--- src/rtl/pipe_ctrl_pkg.sv ---
// Shared types and constants for the pipeline stall/flush controller.
// Latency: n/a (declarations only).
// Backpressure: n/a.
package pipe_ctrl_pkg;

  localparam int REG_W = 5;
  localparam logic [REG_W-1:0] REG_ZERO = 5'd0;

  // Data cache handshake phases: idle, access outstanding, access just completed.
  typedef enum logic [1:0] {
    RUN  = 2'd0,
    WAIT = 2'd1,
    DONE = 2'd2
  } state_t;

endpackage

--- src/rtl/hazard_detect.sv ---
// Load-use hazard comparator between the ID/EX load and the IF/ID consumer.
// Latency: purely combinational, same cycle.
// Backpressure: none; the caller gates the result with its own freeze condition.
// Ports: idex_memread/idex_rt describe the producer, ifid_rs/ifid_rt/ifid_uses_rt
//        the consumer; load_use is high when the consumer needs the loaded value.
module hazard_detect
  import pipe_ctrl_pkg::*;
(
  input  logic             idex_memread,
  input  logic [REG_W-1:0] idex_rt,
  input  logic [REG_W-1:0] ifid_rs,
  input  logic [REG_W-1:0] ifid_rt,
  input  logic             ifid_uses_rt,
  output logic             load_use
);

  logic rs_match;
  logic rt_match;

  assign rs_match = (idex_rt == ifid_rs);
  assign rt_match = ifid_uses_rt && (idex_rt == ifid_rt);

  // $zero is never really written, so a load into it cannot create a dependency.
  assign load_use = idex_memread && (idex_rt != REG_ZERO) && (rs_match || rt_match);

endmodule

--- src/rtl/pipeline_ctrl.sv ---
// Central stall/flush controller: load-use stalls, ID-resolved branch/jump flushes,
// and whole-pipeline freeze while a data cache access is outstanding.
// Latency: control outputs are combinational (act in the same cycle); counters and
//          timeout_o update on the clock edge.
// Backpressure: req/ack with the data cache; the pipeline stays frozen until ack.
// Ports: hazard inputs from IF/ID and ID/EX, branch/jump from ID, EX/MEM access
//        flags and dcache_ack_i in; register enables/stall/bubble controls,
//        dcache_req_o, saturating stall/flush counters and sticky timeout_o out.
module pipeline_ctrl
  import pipe_ctrl_pkg::*;
#(
  parameter int TIMEOUT = 1023,
  parameter int CNT_W   = 16
) (
  input  logic             clk_i,
  input  logic             rst_n_i,
  input  logic [REG_W-1:0] ifid_rs_i,
  input  logic [REG_W-1:0] ifid_rt_i,
  input  logic             ifid_uses_rt_i,
  input  logic             idex_memread_i,
  input  logic [REG_W-1:0] idex_rt_i,
  input  logic             branch_taken_i,
  input  logic             jump_i,
  input  logic             exmem_memread_i,
  input  logic             exmem_memwrite_i,
  input  logic             dcache_ack_i,
  output logic             dcache_req_o,
  output logic             pc_write_o,
  output logic             ifid_write_o,
  output logic             ifid_flush_o,
  output logic             idex_stall_o,
  output logic             idex_bubble_o,
  output logic             exmem_stall_o,
  output logic             memwb_bubble_o,
  output logic [CNT_W-1:0] stall_cnt_o,
  output logic [CNT_W-1:0] flush_cnt_o,
  output logic             timeout_o
);

  localparam int WC_W = $clog2(TIMEOUT + 1);
  localparam logic [WC_W-1:0] WC_LAST = WC_W'(TIMEOUT - 1);
  localparam logic [WC_W-1:0] WC_MAX  = WC_W'(TIMEOUT);
  localparam logic [CNT_W-1:0] CNT_MAX = '1;

  state_t          state;
  state_t          state_nxt;
  logic            mem_acc;
  logic            freeze;
  logic            req;
  logic            load_use_raw;
  logic            load_use;
  logic            flush;
  logic [WC_W-1:0] wait_cnt;

  assign mem_acc = exmem_memread_i || exmem_memwrite_i;

  hazard_detect u_hazard_detect (
    .idex_memread (idex_memread_i),
    .idex_rt      (idex_rt_i),
    .ifid_rs      (ifid_rs_i),
    .ifid_rt      (ifid_rt_i),
    .ifid_uses_rt (ifid_uses_rt_i),
    .load_use     (load_use_raw)
  );

  // Handshake FSM: state register.
  always_ff @(posedge clk_i or negedge rst_n_i) begin
    if (!rst_n_i) begin
      state <= RUN;
    end else begin
      state <= state_nxt;
    end
  end

  // Handshake FSM: next state plus request/freeze. An ack outside WAIT is ignored.
  // DONE lets the access instruction leave MEM before a new access can be seen.
  always_comb begin
    state_nxt = state;
    req       = 1'b0;
    freeze    = 1'b0;
    case (state)
      RUN: begin
        if (mem_acc) begin
          req       = 1'b1;
          freeze    = 1'b1;
          state_nxt = WAIT;
        end
      end
      WAIT: begin
        req    = 1'b1;
        freeze = 1'b1;
        if (dcache_ack_i) begin
          state_nxt = DONE;
        end
      end
      DONE: begin
        state_nxt = RUN;
      end
      default: begin
        state_nxt = RUN;
      end
    endcase
  end

  // Priority: freeze > load-use > flush. A suppressed branch is seen again later
  // because IF/ID is held while the higher-priority condition lasts.
  assign load_use = !freeze && load_use_raw;
  assign flush    = !freeze && !load_use && (branch_taken_i || jump_i);

  // Output mux. Reset forces a safe, combinational pattern so requests drop at once.
  always_comb begin
    dcache_req_o   = 1'b0;
    pc_write_o     = 1'b1;
    ifid_write_o   = 1'b1;
    ifid_flush_o   = 1'b0;
    idex_stall_o   = 1'b0;
    idex_bubble_o  = 1'b0;
    exmem_stall_o  = 1'b0;
    memwb_bubble_o = 1'b0;
    if (!rst_n_i) begin
      pc_write_o     = 1'b0;
      ifid_write_o   = 1'b0;
      idex_bubble_o  = 1'b1;
      memwb_bubble_o = 1'b1;
    end else if (freeze) begin
      dcache_req_o   = req;
      pc_write_o     = 1'b0;
      ifid_write_o   = 1'b0;
      idex_stall_o   = 1'b1;
      exmem_stall_o  = 1'b1;
      memwb_bubble_o = 1'b1;
    end else if (load_use) begin
      pc_write_o    = 1'b0;
      ifid_write_o  = 1'b0;
      idex_bubble_o = 1'b1;
    end else if (flush) begin
      ifid_flush_o = 1'b1;
    end
  end

  // Saturating statistics.
  always_ff @(posedge clk_i or negedge rst_n_i) begin
    if (!rst_n_i) begin
      stall_cnt_o <= '0;
      flush_cnt_o <= '0;
    end else begin
      if ((freeze || load_use) && (stall_cnt_o != CNT_MAX)) begin
        stall_cnt_o <= stall_cnt_o + 1'b1;
      end
      if (flush && (flush_cnt_o != CNT_MAX)) begin
        flush_cnt_o <= flush_cnt_o + 1'b1;
      end
    end
  end

  // Wait counter counts WAIT cycles without ack; it stops at TIMEOUT so it cannot
  // wrap and the FSM simply keeps waiting after timeout_o is raised.
  always_ff @(posedge clk_i or negedge rst_n_i) begin
    if (!rst_n_i) begin
      wait_cnt  <= '0;
      timeout_o <= 1'b0;
    end else begin
      if (state == RUN && state_nxt == WAIT) begin
        wait_cnt <= '0;
      end else if (state == WAIT && !dcache_ack_i && wait_cnt != WC_MAX) begin
        wait_cnt <= wait_cnt + 1'b1;
      end
      if (state == WAIT && !dcache_ack_i && wait_cnt == WC_LAST) begin
        timeout_o <= 1'b1;
      end
    end
  end

endmodule

--- config.mk ---
export PLATFORM = sky130hd
export DESIGN_NAME = pipeline_ctrl
export DESIGN_NICKNAME = d
export VERILOG_FILES = /design/src/rtl/pipe_ctrl_pkg.sv /design/src/rtl/hazard_detect.sv /design/src/rtl/pipeline_ctrl.sv
export SDC_FILE = /design/constraint.sdc
export NUM_CORES = 1
export LEC_CHECK = 0
export BUFFER_PORTS_ARGS = -buffer_cell sky130_fd_sc_hd__buf_2
export CORE_MARGIN = 2
export CORE_UTILIZATION = 40
export DETAILED_ROUTE_END_ITERATION = 10
export PLACE_DENSITY = 0.68
export RECOVER_POWER = 100
export SLEW_MARGIN = 40
export SYNTH_ARGS = -nofsm -noshare
export SYNTH_HDL_FRONTEND = slang
export SYNTH_SLANG_ARGS = --single-unit
--- constraint.sdc ---
create_clock -name clk_i -period 4.7 [get_ports clk_i]
set_clock_uncertainty 0.15 [all_clocks]
set_input_delay 0 -clock clk_i [delete_from_list [all_inputs] [get_ports clk_i]]
set_output_delay 0 -clock clk_i [all_outputs]
set_load 0.01 [all_outputs]
### Word level (Yosys, flattened, before mapping)

Index checks and enable logic that the tools add are counted.

| operators by class | value |
|---|---|
| add/sub/neg operators | 3 |
| multiply operators | 0 |
| divide/modulo/power cells | 0 |
| order comparisons | 0 |
| equality and inequality tests | 8 |
| shifts and indexed selects | 0 |
| mux-type cells | 20 |
| bitwise operators | 0 |
| reduce and logical (&&, ||, !) cells | 22 |

Operators by type and width:

| cell | number |
|---|---|
| 16-bit by 1-bit adder with 16-bit output (second input constant) | 2 |
| 16-bit != test (second input constant) | 2 |
| 10-bit two-way mux | 2 |
| 1-bit two-way mux | 14 |
| 1-bit logical AND | 12 |
| 10-bit by 1-bit adder with 10-bit output (second input constant) | 1 |
| 10-bit == test (second input constant) | 1 |
| 5-bit == test | 2 |
| 10-bit != test (second input constant) | 1 |
| 5-bit nonzero test | 1 |
| 2-bit by 1-bit == test with 1-bit output (second input constant) | 2 |
| 1-bit logical OR | 4 |
| 2-bit two-way mux | 2 |
| 2-bit one-hot mux with 2 select lines | 1 |
| 1-bit zero test | 3 |
| 2-bit zero test | 1 |
| 1-bit one-hot mux with 2 select lines | 1 |
| 2-bit nonzero test | 1 |

| storage, ports and cells | value |
|---|---|
| flip-flop bits (word level) | 45 |
| bits in latches | 0 |
| memory bits (writable) | 0 |
| bits in read-only memories | 0 |
| bits of input ports | 24 |
| word-level logic and storage cells | 58 |
| memories kept | 0 |

### Logic depth before layout (Yosys ltp)

| depth | value |
|---|---|
| depth in word-level cells | 12 |
| depth in mapped cells | 8 |

### Hierarchy

Synthesis repeated with hierarchy kept, for this count alone.

| unflattened totals | value |
|---|---|
| cells, all modules | 235 |
| area total of the unflattened synthesis | 2,417.3 um^2 |

Modules (own cells, without submodules):

| module | instances | cells an instance | area an instance (um^2) |
|---|---|---|---|
| pipeline_ctrl | 1 | 218 | 2,284.7 |
| hazard_detect | 1 | 17 | 132.6 |

### Least setup slack after synthesis

No wires, ideal clock.

| path | value |
|---|---|
| path kind | register to register |
| from | reg stall_cnt_o[0] |
| to | reg stall_cnt_o[4] |
| setup time | 126 ps |
| data arrival time | 1,883 ps |
| required time | 4,424 ps |
| slack | 2,541 ps |
| cell stages (with the launch flop) | 9 |
| path buffers | 1 |
| path through | dfrtp_1 > ha_1 > and4_1 > nand4_1 > o22a_2 > o21a_1 > clkbuf_1 > nand4_1 > xnor2_1 |

| on the way | value |
|---|---|
| longest elaborated chain between the ends | 2 |

Ends and longest elaborated chain:

| element | line | text |
|---|---|---|
| start: declaration | pipeline_ctrl.sv:35 | `output logic [CNT_W-1:0] stall_cnt_o,` |
| start signal: assignment | pipeline_ctrl.sv:148 | `stall_cnt_o <= stall_cnt_o + 1'b1;` |
| branches (longest 2 deep; another with 16-bit by 1-bit adder with 16-bit output) | - |  |

Parallel ways; which one is timed is not known.
A chain may end at the register's enable or synchronous reset.

### Worst setup path in the final report

| path | value |
|---|---|
| from | reg stall_cnt_o[0] |
| to | reg stall_cnt_o[1] |

Same word-level chain as after synthesis.

==> summary.md <==
## Synthesis
* **Commonest cells post-synth** 45 x dfrtp_1, 27 x nand2_1, 22 x nor2_1, 19 x xnor2_1, 19 x xor2_1
* **async set-reset flop share out of synthesis** 1.00
* **number of cells produced by synthesis** 241
* **number of storage elements in the synthesis netlist** 45
* **yosys warns** 0
* **leading area contributor after synthesis** dfrtp_1
* **sequential-to-total area share from yosys stat** 0.477
* **EDFF count, synth** 0
* **net count after synthesis** 269
* **Post-Syn Area** 2360 µm²
* **number of unique standard cell types used by synthesis** 38
* **Top FF cell, synth** dfrtp_1
* **most frequent cell after synthesis** dfrtp_1
* **proportion of netlist area held by the largest area contributor** 0.477
* **Mapped Avg Cell Area** 9.80 µm²
* **top post-synthesis cells by area** dfrtp_1 48%, xnor2_1 7.0%, xor2_1 7.0%

## Floorplanning
* **initial cell density of the core** 0.421
* **number of placement rows** 27
* **DIE WIDTH** 80.9 µm
* **die boundary height** 80.9 µm
* **number of I/O pins** 65
* **die area** 6540 µm²
* **area of the core** 5610 µm²

## GRT
* **first-pass GRT wire length** 8030 µm
* **GRT Util Overall** 0.159
* **grt ovf** 0
* **vias in the first global route** 1,734
* **pin count of the biggest net entering global routing** 50
* **initial antenna violation count** 0

## Route
* **total via count in the routed design** 1,944
* **violation count after the first detailed-routing iteration** 58
* **number of iterations in the first detailed-routing pass** 4
* **DR WL/cell** 13.1 µm
* **DRC violation count after routing** 0
* **number of nets with antenna violations after routing** 0
* **post-detailed-route via-to-cell ratio** 5.09
* **detailed-route wire length** 5020 µm

## Clock tree
* **clock latency on the worst-skew pair** 310 ps
* **H-tree level count** 2
* **cts bufs inserted** 5
* **TritonCTS clock tree** done
* **post-CTS setup buffer count** 0
* **Clk pin slew, worst setup/hold paths** 100 ps
* **maximum buffer depth of the clock tree** 2
* **# clock sinks** 45
* **cell at the root of the clock tree** clkbuf_8

## Timing
* **maximum frequency from static timing analysis** 435 MHz
* **transition time at the pin with the least slew margin** 1080 ps
* **unrepaired setup endpoints after global routing** false
* **time the worst path needs with I/O delays and setup** 2300 ps
* **WHS** 74.1 ps
* **max-slew violations** 0
* **TNS Setup** 0 ps
* **fraction of the cycle the final worst path needs** 0.490
* **hold violation total from the final report** 0
* **Rel. slew slack** 0.271
* **final count of negative-setup-slack endpoints** 0

## Worst setup path
* **endpoint kind of the worst setup timing path** flop
* **delay of the slowest cell on the worst path** 440 ps
* **CP Launch Type** flop
* **worst reg-to-reg setup slack** 2400 ps
* **reg-to-reg critical path startpoint** stall_cnt_o[0]$_DFFE_PN0P_
* **capturing point of the worst reg2reg path** stall_cnt_o[1]$_DFFE_PN0P_
* **Critical Path Source** stall_cnt_o[0]$_DFFE_PN0P_
* **category of the critical setup timing path** flop to flop
* **Max FO, Critical Path** 12
* **reg2reg path depth** 6
* **data required time at the worst endpoint** 4750 ps
* **chain of cells forming the critical path** ha_1 > and4_1 > nand4_1 > o22a_2 > o21a_1 > mux2_2
* **standard cell with the maximum stage delay on the critical path** dfrtp_1
* **Critical Path Sink** stall_cnt_o[1]$_DFFE_PN0P_
* **signal arrival time at the worst endpoint** 2350 ps

## Placed design
* **port bufs** 64
* **dpl hpwl** 3620 µm
* **GPL Wtd Cong** 0.815

## Job
* **max-cap violation count** 0

## Finish
* **Total Nets Final** 337
* **Area growth, synth to finish** 19.5%
* **ratio of cells with drive above 1 in the final layout** 0.135
* **count of filler cells inserted in the layout** 541
* **diode insertion count for antenna repair** 0
* **flip-flop and latch area** 1130 µm²
* **area occupied by multi-input gates** 1170 µm²

## Worst hold path
* **Worst Hold Class** primary input to flop

## Power and ir drop
* **cell leakage power** 1.24 nW
* **power per standard cell area** 424 nW/µm²
* **peak ir drop on the vdd network** 184 µV

## Run status
* **outcome** finished clean

## flip-flops by register name (all words and copies together), names as in the netlist
name         cells
wait_cnt        10
flush_cnt_o     16
stall_cnt_o     16
state            2
timeout_o        1
## final cells by class
class | instances | share of cell area
Clock buffer | 5 | 0.0244
Clock inverter | 3 | 0.0164
Inverter | 5 | 0.00665
Multi-Input combinational cell | 185 | 0.416
Sequential cell | 45 | 0.399
Tap cell | 72 | 0.0319
Timing Repair Buffer | 67 | 0.105
## placed cells by master (no fill, tap or decap), types with 2 or more instances in the layout
master,synthesis,final
or3_1,5,5
nor3_1,15,15
inv_1,5,5
dlygate4sd3_1,0,2
nor2b_1,2,2
dfrtp_1,45,45
buf_2,0,24
and3_1,7,7
xor2_1,19,19
a21oi_1,4,4
nor4_1,3,3
clkbuf_8,0,5
o21ai_0,6,6
and2_0,0,2
xnor2_1,19,19
nand2_1,27,27
nand2b_1,2,2
and3b_1,2,2
clkbuf_1,2,40
mux2_2,6,6
nor2_1,22,22
ha_1,4,4
nand4_1,9,9
mux2i_1,2,2
o21a_1,3,3
nand3_1,12,12
## power breakdown
part	switching [mW]	internal, mW
clock network	0.139	0.159
registers	0.0983	0.462
logic	0.196	0.143
total	0.434	0.764
## worst min path at each step
stage	end	startpoint	slack, ps	depth (start not counted)
after floorplan	flush_cnt_o[0]$_DFFE_PN0P_	rst_n_i	-450	0
after CTS	wait_cnt[5]$_DFFE_PN0P_	exmem_memread_i	20	4
final	wait_cnt[5]$_DFFE_PN0P_	exmem_memread_i	70	4
after detailed placement	stall_cnt_o[4]$_DFFE_PN0P_	rst_n_i	-20	2
after global routing	wait_cnt[5]$_DFFE_PN0P_	exmem_memread_i	210	4
after global placement	stall_cnt_o[5]$_DFFE_PN0P_	rst_n_i	-20	2
## repair_timing
item / in CTS / in global routing
gates resized for setup: 0 / 0
hold buffers: 2 / 0
hold endpoints to repair: 46 / 0
## worst max-delay path: cells and delay by family, from the launching register on
kind / cells / cell delay, ps
AO/OA/AOI/OAI: 2 / 540
AND/OR/NAND/NOR: 2 / 440
flip-flops: 1 / 440
adder cells (fa/ha/maj): 1 / 250
multiplexers: 1 / 380
## metrics by stage
step                       util  area, µm²  power, mW  setup WS [ps]  instances
final                     0.503       2820       1.20           2400        382
after global routing      0.503       2820       1.29           2260        382
after CTS                 0.513       2880       1.23           2390        382
after detailed placement  0.489       2740      0.931           2430        372
after global placement    0.488       2740      0.916           2510        372
after floorplan               -       2360      0.792           2540        241
## cell families (layout without fill, tap and decap cells)
family,count (synthesis),in the layout,synth area share
buffers and inverters,11,80,0.0254
AO/OA/AOI/OAI,21,21,0.0583
multiplexers,8,8,0.0371
adder cells (fa/ha/maj),4,4,0.0212
XOR/XNOR,38,38,0.141
AND/OR/NAND/NOR,114,114,0.240
flip-flops,45,45,0.477
## layer usage
| layer | global-route usage | part of all wire |
|---|---|---|
| met3 | 0.0378 | 0.056 |
| met2 | 0.245 | 0.43 |
| met4 | 0.0508 | 0.011 |
| met5 | 0 | 0 |
| met1 | 0.221 | 0.50 |
No activity file was read; power rests on OpenSTA's default activity.
